--- src/rtl/timekeeper_ctrl_if.sv ---
// Button, terminal-count and enable/clear signals between the board, the
// timekeeper sequencer and the BCD counter chain.
interface timekeeper_ctrl_if;
  logic       btn_start;
  logic       btn_mode;
  logic       btn_inc;
  logic       btn_clr;
  logic       sec_tc;
  logic       min_tc;
  logic       sec_en;
  logic       min_en;
  logic       hr_en;
  logic       clr;
  logic [1:0] mode;
  logic       blink;

  modport master (
    output btn_start, btn_mode, btn_inc, btn_clr, sec_tc, min_tc,
    input  sec_en, min_en, hr_en, clr, mode, blink
  );

  modport slave (
    input  btn_start, btn_mode, btn_inc, btn_clr, sec_tc, min_tc,
    output sec_en, min_en, hr_en, clr, mode, blink
  );
endinterface

--- src/rtl/timekeeper_ctrl.sv ---
// Timekeeper sequencer: 1 Hz prescaler, IDLE/RUN/SET_MIN/SET_HR mode FSM and
// enable/clear generation for the BCD counter chain. TIMEKEEPER_DEBOUNCE_EN adds button debounce.
module timekeeper_ctrl #(
  parameter int TICK_DIV     = 50_000_000,
  parameter int DEBOUNCE_CYC = 1_000_000
) (
  input logic              clk,
  input logic              rst,
  timekeeper_ctrl_if.slave bus
);

  localparam int PW      = $clog2(TICK_DIV);
  localparam int NB      = 4;
  localparam int B_START = 0;
  localparam int B_MODE  = 1;
  localparam int B_CLR   = 2;
  localparam int B_INC   = 3;

  typedef enum logic [1:0] {
    S_IDLE    = 2'b00,
    S_RUN     = 2'b01,
    S_SET_MIN = 2'b10,
    S_SET_HR  = 2'b11
  } state_e;

  logic [NB-1:0] btn_raw;
  logic [NB-1:0] sync1_q;
  logic [NB-1:0] sync2_q;
  logic [NB-1:0] level;
  logic [NB-1:0] prev_q;
  logic [NB-1:0] press;

  assign btn_raw = {bus.btn_inc, bus.btn_clr, bus.btn_mode, bus.btn_start};

  always_ff @(posedge clk or negedge rst) begin
    if (!rst) begin
      sync1_q <= '0;
      sync2_q <= '0;
      prev_q  <= '0;
    end else begin
      sync1_q <= btn_raw;
      sync2_q <= sync1_q;
      prev_q  <= level;
    end
  end

`ifdef TIMEKEEPER_DEBOUNCE_EN
  localparam int DW = $clog2(DEBOUNCE_CYC + 1);

  generate
    for (genvar gi = 0; gi < NB; gi++) begin : g_db
      logic [DW-1:0] cnt_q;
      logic          stable_q;

      // A new level is accepted only after DEBOUNCE_CYC consecutive differing samples.
      always_ff @(posedge clk or negedge rst) begin
        if (!rst) begin
          cnt_q    <= '0;
          stable_q <= 1'b0;
        end else if (sync2_q[gi] == stable_q) begin
          cnt_q <= '0;
        end else if (cnt_q == DW'(DEBOUNCE_CYC - 1)) begin
          stable_q <= sync2_q[gi];
          cnt_q    <= '0;
        end else begin
          cnt_q <= cnt_q + DW'(1);
        end
      end

      assign level[gi] = stable_q;
    end
  endgenerate
`else
  logic unused_cfg;

  assign level      = sync2_q;
  assign unused_cfg = (DEBOUNCE_CYC > 0);
`endif

  generate
    for (genvar gi = 0; gi < NB; gi++) begin : g_edge
      assign press[gi] = level[gi] & ~prev_q[gi];
    end
  endgenerate

  // Only the highest-priority press of a cycle survives.
  logic p_mode, p_start, p_clr, p_inc;

  assign p_mode  = press[B_MODE];
  assign p_start = press[B_START] & ~press[B_MODE];
  assign p_clr   = press[B_CLR] & ~press[B_MODE] & ~press[B_START];
  assign p_inc   = press[B_INC] & ~press[B_MODE] & ~press[B_START] & ~press[B_CLR];

  state_e state_q, state_d;

  always_comb begin
    state_d = state_q;
    case (state_q)
      S_IDLE: begin
        if (p_mode)       state_d = S_SET_MIN;
        else if (p_start) state_d = S_RUN;
      end
      S_RUN: begin
        if (p_mode)       state_d = S_SET_MIN;
        else if (p_start) state_d = S_IDLE;
      end
      S_SET_MIN: begin
        if (p_mode) state_d = S_SET_HR;
      end
      S_SET_HR: begin
        if (p_mode) state_d = S_IDLE;
      end
      default: state_d = S_IDLE;
    endcase
  end

  logic [PW-1:0] presc_q;
  logic          wrap;
  logic          run_tick_q;
  logic          min_inc_q;
  logic          hr_inc_q;
  logic          clr_q;
  logic          blink_q;

  assign wrap = (presc_q == PW'(TICK_DIV - 1));

  always_ff @(posedge clk or negedge rst) begin
    if (!rst) begin
      state_q    <= S_IDLE;
      presc_q    <= '0;
      run_tick_q <= 1'b0;
      min_inc_q  <= 1'b0;
      hr_inc_q   <= 1'b0;
      clr_q      <= 1'b0;
      blink_q    <= 1'b0;
    end else begin
      state_q    <= state_d;
      run_tick_q <= 1'b0;
      min_inc_q  <= 1'b0;
      hr_inc_q   <= 1'b0;
      clr_q      <= 1'b0;

      // Restarting the prescaler on every transition gives a full period before the first tick.
      if (state_d != state_q) begin
        presc_q <= '0;
        if (state_d == S_IDLE || state_d == S_RUN) blink_q <= 1'b0;
      end else if (state_q != S_IDLE) begin
        if (wrap) begin
          presc_q <= '0;
          if (state_q == S_RUN) run_tick_q <= 1'b1;
          else                  blink_q    <= ~blink_q;
        end else begin
          presc_q <= presc_q + PW'(1);
        end
      end else begin
        presc_q <= '0;
      end

      if (state_q == S_IDLE && p_clr)    clr_q     <= 1'b1;
      if (state_q == S_SET_MIN && p_inc) min_inc_q <= 1'b1;
      if (state_q == S_SET_HR && p_inc)  hr_inc_q  <= 1'b1;
    end
  end

  // Carry into minutes/hours only ripples from a seconds tick, never from a set-mode increment.
  assign bus.sec_en = run_tick_q;
  assign bus.min_en = (run_tick_q & bus.sec_tc) | min_inc_q;
  assign bus.hr_en  = (run_tick_q & bus.sec_tc & bus.min_tc) | hr_inc_q;
  assign bus.clr    = clr_q;
  assign bus.mode   = state_q;
  assign bus.blink  = blink_q;

endmodule
--- src/flat_wrapper.sv ---
// flat-port wrapper written by rule: the top's interface ports become plain ports
module timekeeper_ctrl_flat 
#(
  parameter int TICK_DIV     = 50_000_000,
  parameter int DEBOUNCE_CYC = 1_000_000
)
  (clk, rst, bus_btn_start, bus_btn_mode, bus_btn_inc, bus_btn_clr, bus_sec_tc, bus_min_tc, bus_sec_en, bus_min_en, bus_hr_en, bus_clr, bus_mode, bus_blink);
  timekeeper_ctrl_if bus_i ();
  input logic clk;
  input logic rst;
  input wire logic [$bits(bus_i.btn_start)-1:0] bus_btn_start;
  input wire logic [$bits(bus_i.btn_mode)-1:0] bus_btn_mode;
  input wire logic [$bits(bus_i.btn_inc)-1:0] bus_btn_inc;
  input wire logic [$bits(bus_i.btn_clr)-1:0] bus_btn_clr;
  input wire logic [$bits(bus_i.sec_tc)-1:0] bus_sec_tc;
  input wire logic [$bits(bus_i.min_tc)-1:0] bus_min_tc;
  output wire logic [$bits(bus_i.sec_en)-1:0] bus_sec_en;
  output wire logic [$bits(bus_i.min_en)-1:0] bus_min_en;
  output wire logic [$bits(bus_i.hr_en)-1:0] bus_hr_en;
  output wire logic [$bits(bus_i.clr)-1:0] bus_clr;
  output wire logic [$bits(bus_i.mode)-1:0] bus_mode;
  output wire logic [$bits(bus_i.blink)-1:0] bus_blink;
  assign bus_i.btn_start = bus_btn_start;
  assign bus_i.btn_mode = bus_btn_mode;
  assign bus_i.btn_inc = bus_btn_inc;
  assign bus_i.btn_clr = bus_btn_clr;
  assign bus_i.sec_tc = bus_sec_tc;
  assign bus_i.min_tc = bus_min_tc;
  assign bus_sec_en = bus_i.sec_en;
  assign bus_min_en = bus_i.min_en;
  assign bus_hr_en = bus_i.hr_en;
  assign bus_clr = bus_i.clr;
  assign bus_mode = bus_i.mode;
  assign bus_blink = bus_i.blink;
  timekeeper_ctrl #(.TICK_DIV(TICK_DIV), .DEBOUNCE_CYC(DEBOUNCE_CYC)) u_core (.clk(clk), .rst(rst), .bus(bus_i));
endmodule
--- config.mk ---
export PLATFORM = sky130hd
export DESIGN_NAME = timekeeper_ctrl_flat
export DESIGN_NICKNAME = d
export VERILOG_FILES = /design/src/rtl/timekeeper_ctrl_if.sv /design/src/rtl/timekeeper_ctrl.sv /design/src/flat_wrapper.sv
export SDC_FILE = /design/constraint.sdc
export NUM_CORES = 1
export LEC_CHECK = 0
export CORE_MARGIN = 5
export CORE_UTILIZATION = 50
export CTS_BUF_LIST = sky130_fd_sc_hd__clkbuf_4 sky130_fd_sc_hd__clkbuf_8
export DETAILED_ROUTE_END_ITERATION = 8
export GPL_ROUTABILITY_DRIVEN = 1
export GPL_TIMING_DRIVEN = 1
export PLACE_DENSITY = 0.72
export RECOVER_POWER = 100
export SLEW_MARGIN = 10
export SYNTH_ARGS = -nofsm -noshare
export SYNTH_HDL_FRONTEND = slang
export SYNTH_SLANG_ARGS = --single-unit
export TNS_END_PERCENT = 100
--- constraint.sdc ---
create_clock -name clk -period 2.19 [get_ports clk]
set_clock_uncertainty 0.2 [all_clocks]
set_input_delay 0.219 -clock clk [delete_from_list [all_inputs] [get_ports clk]]
set_output_delay 0.219 -clock clk [all_outputs]
set_load 0.02 [all_outputs]
==> results <==
- The run finished with clean final reports.
- The number of antenna diodes in the final layout is 0.
- TritonCTS built the clock tree.
- The proportion of register bits with asynchronous set or reset after synthesis is 100%.
- The core footprint is 3970 um2.
- Summing the areas of all xor and xnor instances in the mapped netlist gives 5.61% of the synthesized area.
- The main combinational cell family by area after synthesis is simple AND/OR/NAND/NOR gates.
- The die span in x is 73.7 um.
- The worst hold path terminates at u_core.level[3].
- The congestion estimate from routability-driven global placement came to 0.817.
- The max-slew violation total from the final report is 0.
- After legalization and detailed placement, the total HPWL measured 3050 um.
- The via count of the first global-routing pass is 1,587.
- Summed over all nets, the switching power comes to 0.544 mW.
- For this block, the via count after detailed routing is 1,574.
- The number of sinks driven by the clock tree is 45.
- The simple-gate share of the synthesized area is 25.1%.
- Based on the critical path, the design can be clocked at up to 477 MHz.
- The critical path required time is 2.22 ns.
- The routing layer with the top usage in global route is met2.
- Summed over all instances, the cell type with the most area after synthesis is sky130_fd_sc_hd__dfrtp_1.
- On the critical path the largest part of the delay comes from simple AND/OR/NAND/NOR gates.
- The critical path capture point type is a flop.
- Entering global routing, the biggest net connects 26 pins.
- The hold violation total from the final report was 0.
- The standby leakage power is 1.06 nW.
- The Yosys step of the flow raised 0 warnings.
- The share of the synthesized area in compound gates (AO/OA/AOI/OAI) is 10.3%.
- Data on the critical path arrives at its endpoint at 2.13 ns.
- The internal power of the cells totals 1.38 mW.
- The overall fraction of global-route tracks in use is 17.5%.
- The mean area per synthesized cell is 10.5 um2.
- The level count of the clock H-tree is 2.
- The share of total power in combinational logic is 16.8%.
- The worst path uses 95.7% of the clock period.
- The initial antenna violation count is 0.
- VDD sags by at most 0.000593 V.
- In this run the count of I/O pins placed on the die edge is 15.
- Dividing total power by cell area gives a power density of 769 nW/um2.
- The adder and majority gate portion of the synthesized area is 0.617%.
- The startpoint identified for the worst register-to-register timing path is u_core.presc_q[7].
- The number of distinct library cells after synthesis is 37.
- The worst register-to-register path ends at u_core.presc_q[24].
- The worst path in the final design needs a cycle of 2.10 ns, including I/O delays and setup.
- The post-synthesis sequential area ratio is 55.5%.
- Setup violations remaining at the end of the flow were counted as 0.
- The worst-path cell with the longest stage delay is sky130_fd_sc_hd__or4_4.
- The first-pass GRT wire length is 7330 um.
- The register share of total power is 49.9%.
- The core utilization of the finished layout is 63.0%.
- Once layout is done, the placed cells without fillers occupy 2500 um2.
- The total detailed-routing wirelength is 4130 um.
- The actual transition at the worst max-transition pin is 0.802 ns.
- Summing internal, switching and leakage power gives 1.92 mW.
- Summed over all failing endpoints, the final setup total negative slack is 0 ns.
- In this run, CTS created clock tree buffers numbering 5.
- The clock tree buffer depth is 2.
- The fraction of final layout cells sized beyond drive strength 1 is 18.2%.
- From synthesis to final layout, the design area changed by 23.3%.
- In this run the clock root is driven by a sky130_fd_sc_hd__clkbuf_8.
- Once detail routing completed, the nets flagged for antenna violations numbered 0.
- The number of max-cap violations is 0.
- Measured against the total synthesized area, the mux share comes to 0%.
- After detailed routing, the number of vias per cell comes to 5.60.
- For met2 alone, demand over resource in global routing was 28.6%.
- The number of synthesized register bits is 45.
- In this run the cell area measured after placement is 2360 um2.
- The die is 73.7 um tall.
- The synthesized netlist cell count is 193.
- By area the synthesized netlist is led by sky130_fd_sc_hd__dfrtp_1 55%, sky130_fd_sc_hd__xnor2_1 4.3%, sky130_fd_sc_hd__a21oi_1 3.2%.
- The most used flip-flop cell after synthesis is sky130_fd_sc_hd__dfrtp_1.
- The final routed DRC violation total is 0.
- The number of cells on the critical path is 5.
- The count of buffers from port buffering is 14.
- STA classifies the critical path startpoint as a flop.
- The path type of the worst setup path is reg2reg.
- The met3 track demand over resource in global routing is 4.24%.
- The iteration count of the initial detailed-routing pass is 4.
- Clock latency on the worst-skew pair, taken at its later pin, is 0.30 ns.
- The switching fraction of total power is 28.3%.
- Counting cells, the worst reg-to-reg path comes to 5.
- The initial utilization of the core area, before any placement, comes to 51.1%.
- The tightest hold path in the finished design has a slack of 0.155 ns.
- The number of core rows is 23.
- The max-slew headroom at the worst pin is 46.6%.
- The iteration-0 DRC count of the detailed router is 100.
- The worst hold path passes through 0 cells.
- The launch instance of the worst min-delay path is u_core.sync1_q[3].
- The sum of overflow across all layers after global routing is 0.
- The global-route met1 utilization is 22.3%.
- The share of total power dissipated in the clock network is 33.3%.
- The net count of the finished layout is 239.
- Traced cell by cell, the critical path runs through nand4_1 > clkbuf_1 > or4_4 > or4_1 > a21oi_1.
- Across all register-to-register paths, the minimum setup slack is 0.09 ns.
- The maximum single-stage delay on the critical path is 0.56 ns.
- After clock tree synthesis, the clock-pin slew on the worst setup and hold paths is 0.09 ns.
- The portion of synthesized cell area occupied by the leading cell type is 55.5%.
- Counting every net in the synthesized netlist gives 202.
- Along the worst path, the maximum fanout reaches 8.
- The number of flops mapped to enable cells by yosys is 0.
- After synthesis the cells add up to 2030 um2.
- The path class of the lowest-slack min-delay path is reg2reg.
- The die covers 5430 um2.
- The wire length per cell is 14.7 um.
- Together, buffers and inverters on the worst path number 1.
==> state kept, by name, summed over array words and instances, names as in the netlist <==
name / flops
u_core.bus.sec_en: 1
u_core.prev_q: 4
u_core.bus.clr: 1
u_core.hr_inc_q: 1
u_core.level: 4
u_core.bus.blink: 1
u_core.presc_q: 26
u_core.min_inc_q: 1
u_core.bus.mode: 2
u_core.sync1_q: 4
==> power by group through the flow <==
stage | Sequential, mW | Combinational, mW | Clock [mW]
floorplan | 0.965 | 0.190 | 0
global placement | 0.972 | 0.314 | 0
detailed placement | 0.977 | 0.337 | 0
CTS | 0.961 | 0.341 | 0.657
global route | 0.974 | 0.364 | 0.688
finish | 0.961 | 0.323 | 0.641
==> worst max path at each step <==
stage	to	start	slack (ns)
after detailed placement	u_core.presc_q[18]	u_core.presc_q[0]	-0.02
after floorplan	u_core.presc_q[16]	u_core.presc_q[0]	0.007
after CTS	u_core.presc_q[18]	u_core.presc_q[7]	0.01
final	u_core.presc_q[24]	u_core.presc_q[7]	0.09
after global routing	u_core.presc_q[24]	u_core.presc_q[9]	-0.000004
after global placement	u_core.presc_q[18]	u_core.presc_q[0]	0.02
==> metal layers <==
layer	part of all wire, %	up-vias
met2	50	31
met5	0	-
met4	2.5	0
li1	-	774
met1	44	760
met3	3.9	9
==> layout by cell type, fill, tap and decap left out, drive strengths merged, types with 3 or more instances in the layout <==
cell type and instances:
nand4 6, nor3 6, nor2 17, or4 9, buf 15, and3 4, nand3 13, or3 9
clkbuf 13, a21oi 13, nand2b 3, inv 9, nor4b 3, o31ai 5, xnor2 10, o21ai 9
dfrtp 45, dlygate4sd3 12, xor2 3, nand2 9
==> cell usage after synthesis (2+ instances only) <==
master / number
sky130_fd_sc_hd__inv_1: 7
sky130_fd_sc_hd__o31ai_1: 5
sky130_fd_sc_hd__nand4_1: 5
sky130_fd_sc_hd__or4_1: 7
sky130_fd_sc_hd__and4b_1: 2
sky130_fd_sc_hd__nand2_1: 9
sky130_fd_sc_hd__nor3_1: 6
sky130_fd_sc_hd__nand3_1: 12
sky130_fd_sc_hd__or3_1: 7
sky130_fd_sc_hd__dfrtp_1: 45
sky130_fd_sc_hd__nand2b_1: 3
sky130_fd_sc_hd__and3_1: 3
sky130_fd_sc_hd__nor4_1: 2
sky130_fd_sc_hd__or3_2: 2
sky130_fd_sc_hd__clkbuf_1: 2
sky130_fd_sc_hd__a21oi_1: 13
sky130_fd_sc_hd__buf_2: 5
sky130_fd_sc_hd__xor2_1: 3
sky130_fd_sc_hd__nor2_1: 17
sky130_fd_sc_hd__or4_2: 2
sky130_fd_sc_hd__nor4b_1: 3
sky130_fd_sc_hd__xnor2_1: 10
sky130_fd_sc_hd__o21ai_0: 9
==> per-stage QoR <==
step	std cells	setup slack [ns]
5_1_grt	281	-0.00000444
2_1_floorplan	193	0.00667
4_1_cts	279	0.0124
3_3_place_gp	270	0.0250
3_5_place_dp	270	-0.0157
6_report	281	0.0942
==> logic make-up (layout without fill, tap and decap cells) <==
kind of cell / after synthesis / count (layout)
AND/OR/NAND/NOR: 86 / 86
flip-flops: 45 / 45
AO/OA/AOI/OAI: 34 / 34
buffers and inverters: 14 / 52
XOR/XNOR: 13 / 13
adder cells (fa/ha/maj): 1 / 1
==> repair_timing <==
| action | CTS | global route |
|---|---|---|
| gates resized for setup | 1 | 6 |
| hold endpoints to repair | 42 | 0 |
| setup buffers | 0 | 2 |
| pin swaps | 1 | 1 |
| hold buffers | 1 | 0 |
| setup endpoints to repair | 3 | 6 |
==> layout make-up <==
type / instances / area (um2)
clock buffers: 5 / 68.8
clock inverters: 3 / 47.5
fillers: 329 / 1470
inverters: 7 / 26.3
multi-input cells: 134 / 872
flip-flops and latches: 45 / 1130
well taps: 50 / 62.6
repair buffers: 37 / 299
Note: power is estimated with default switching activity, not from simulation.
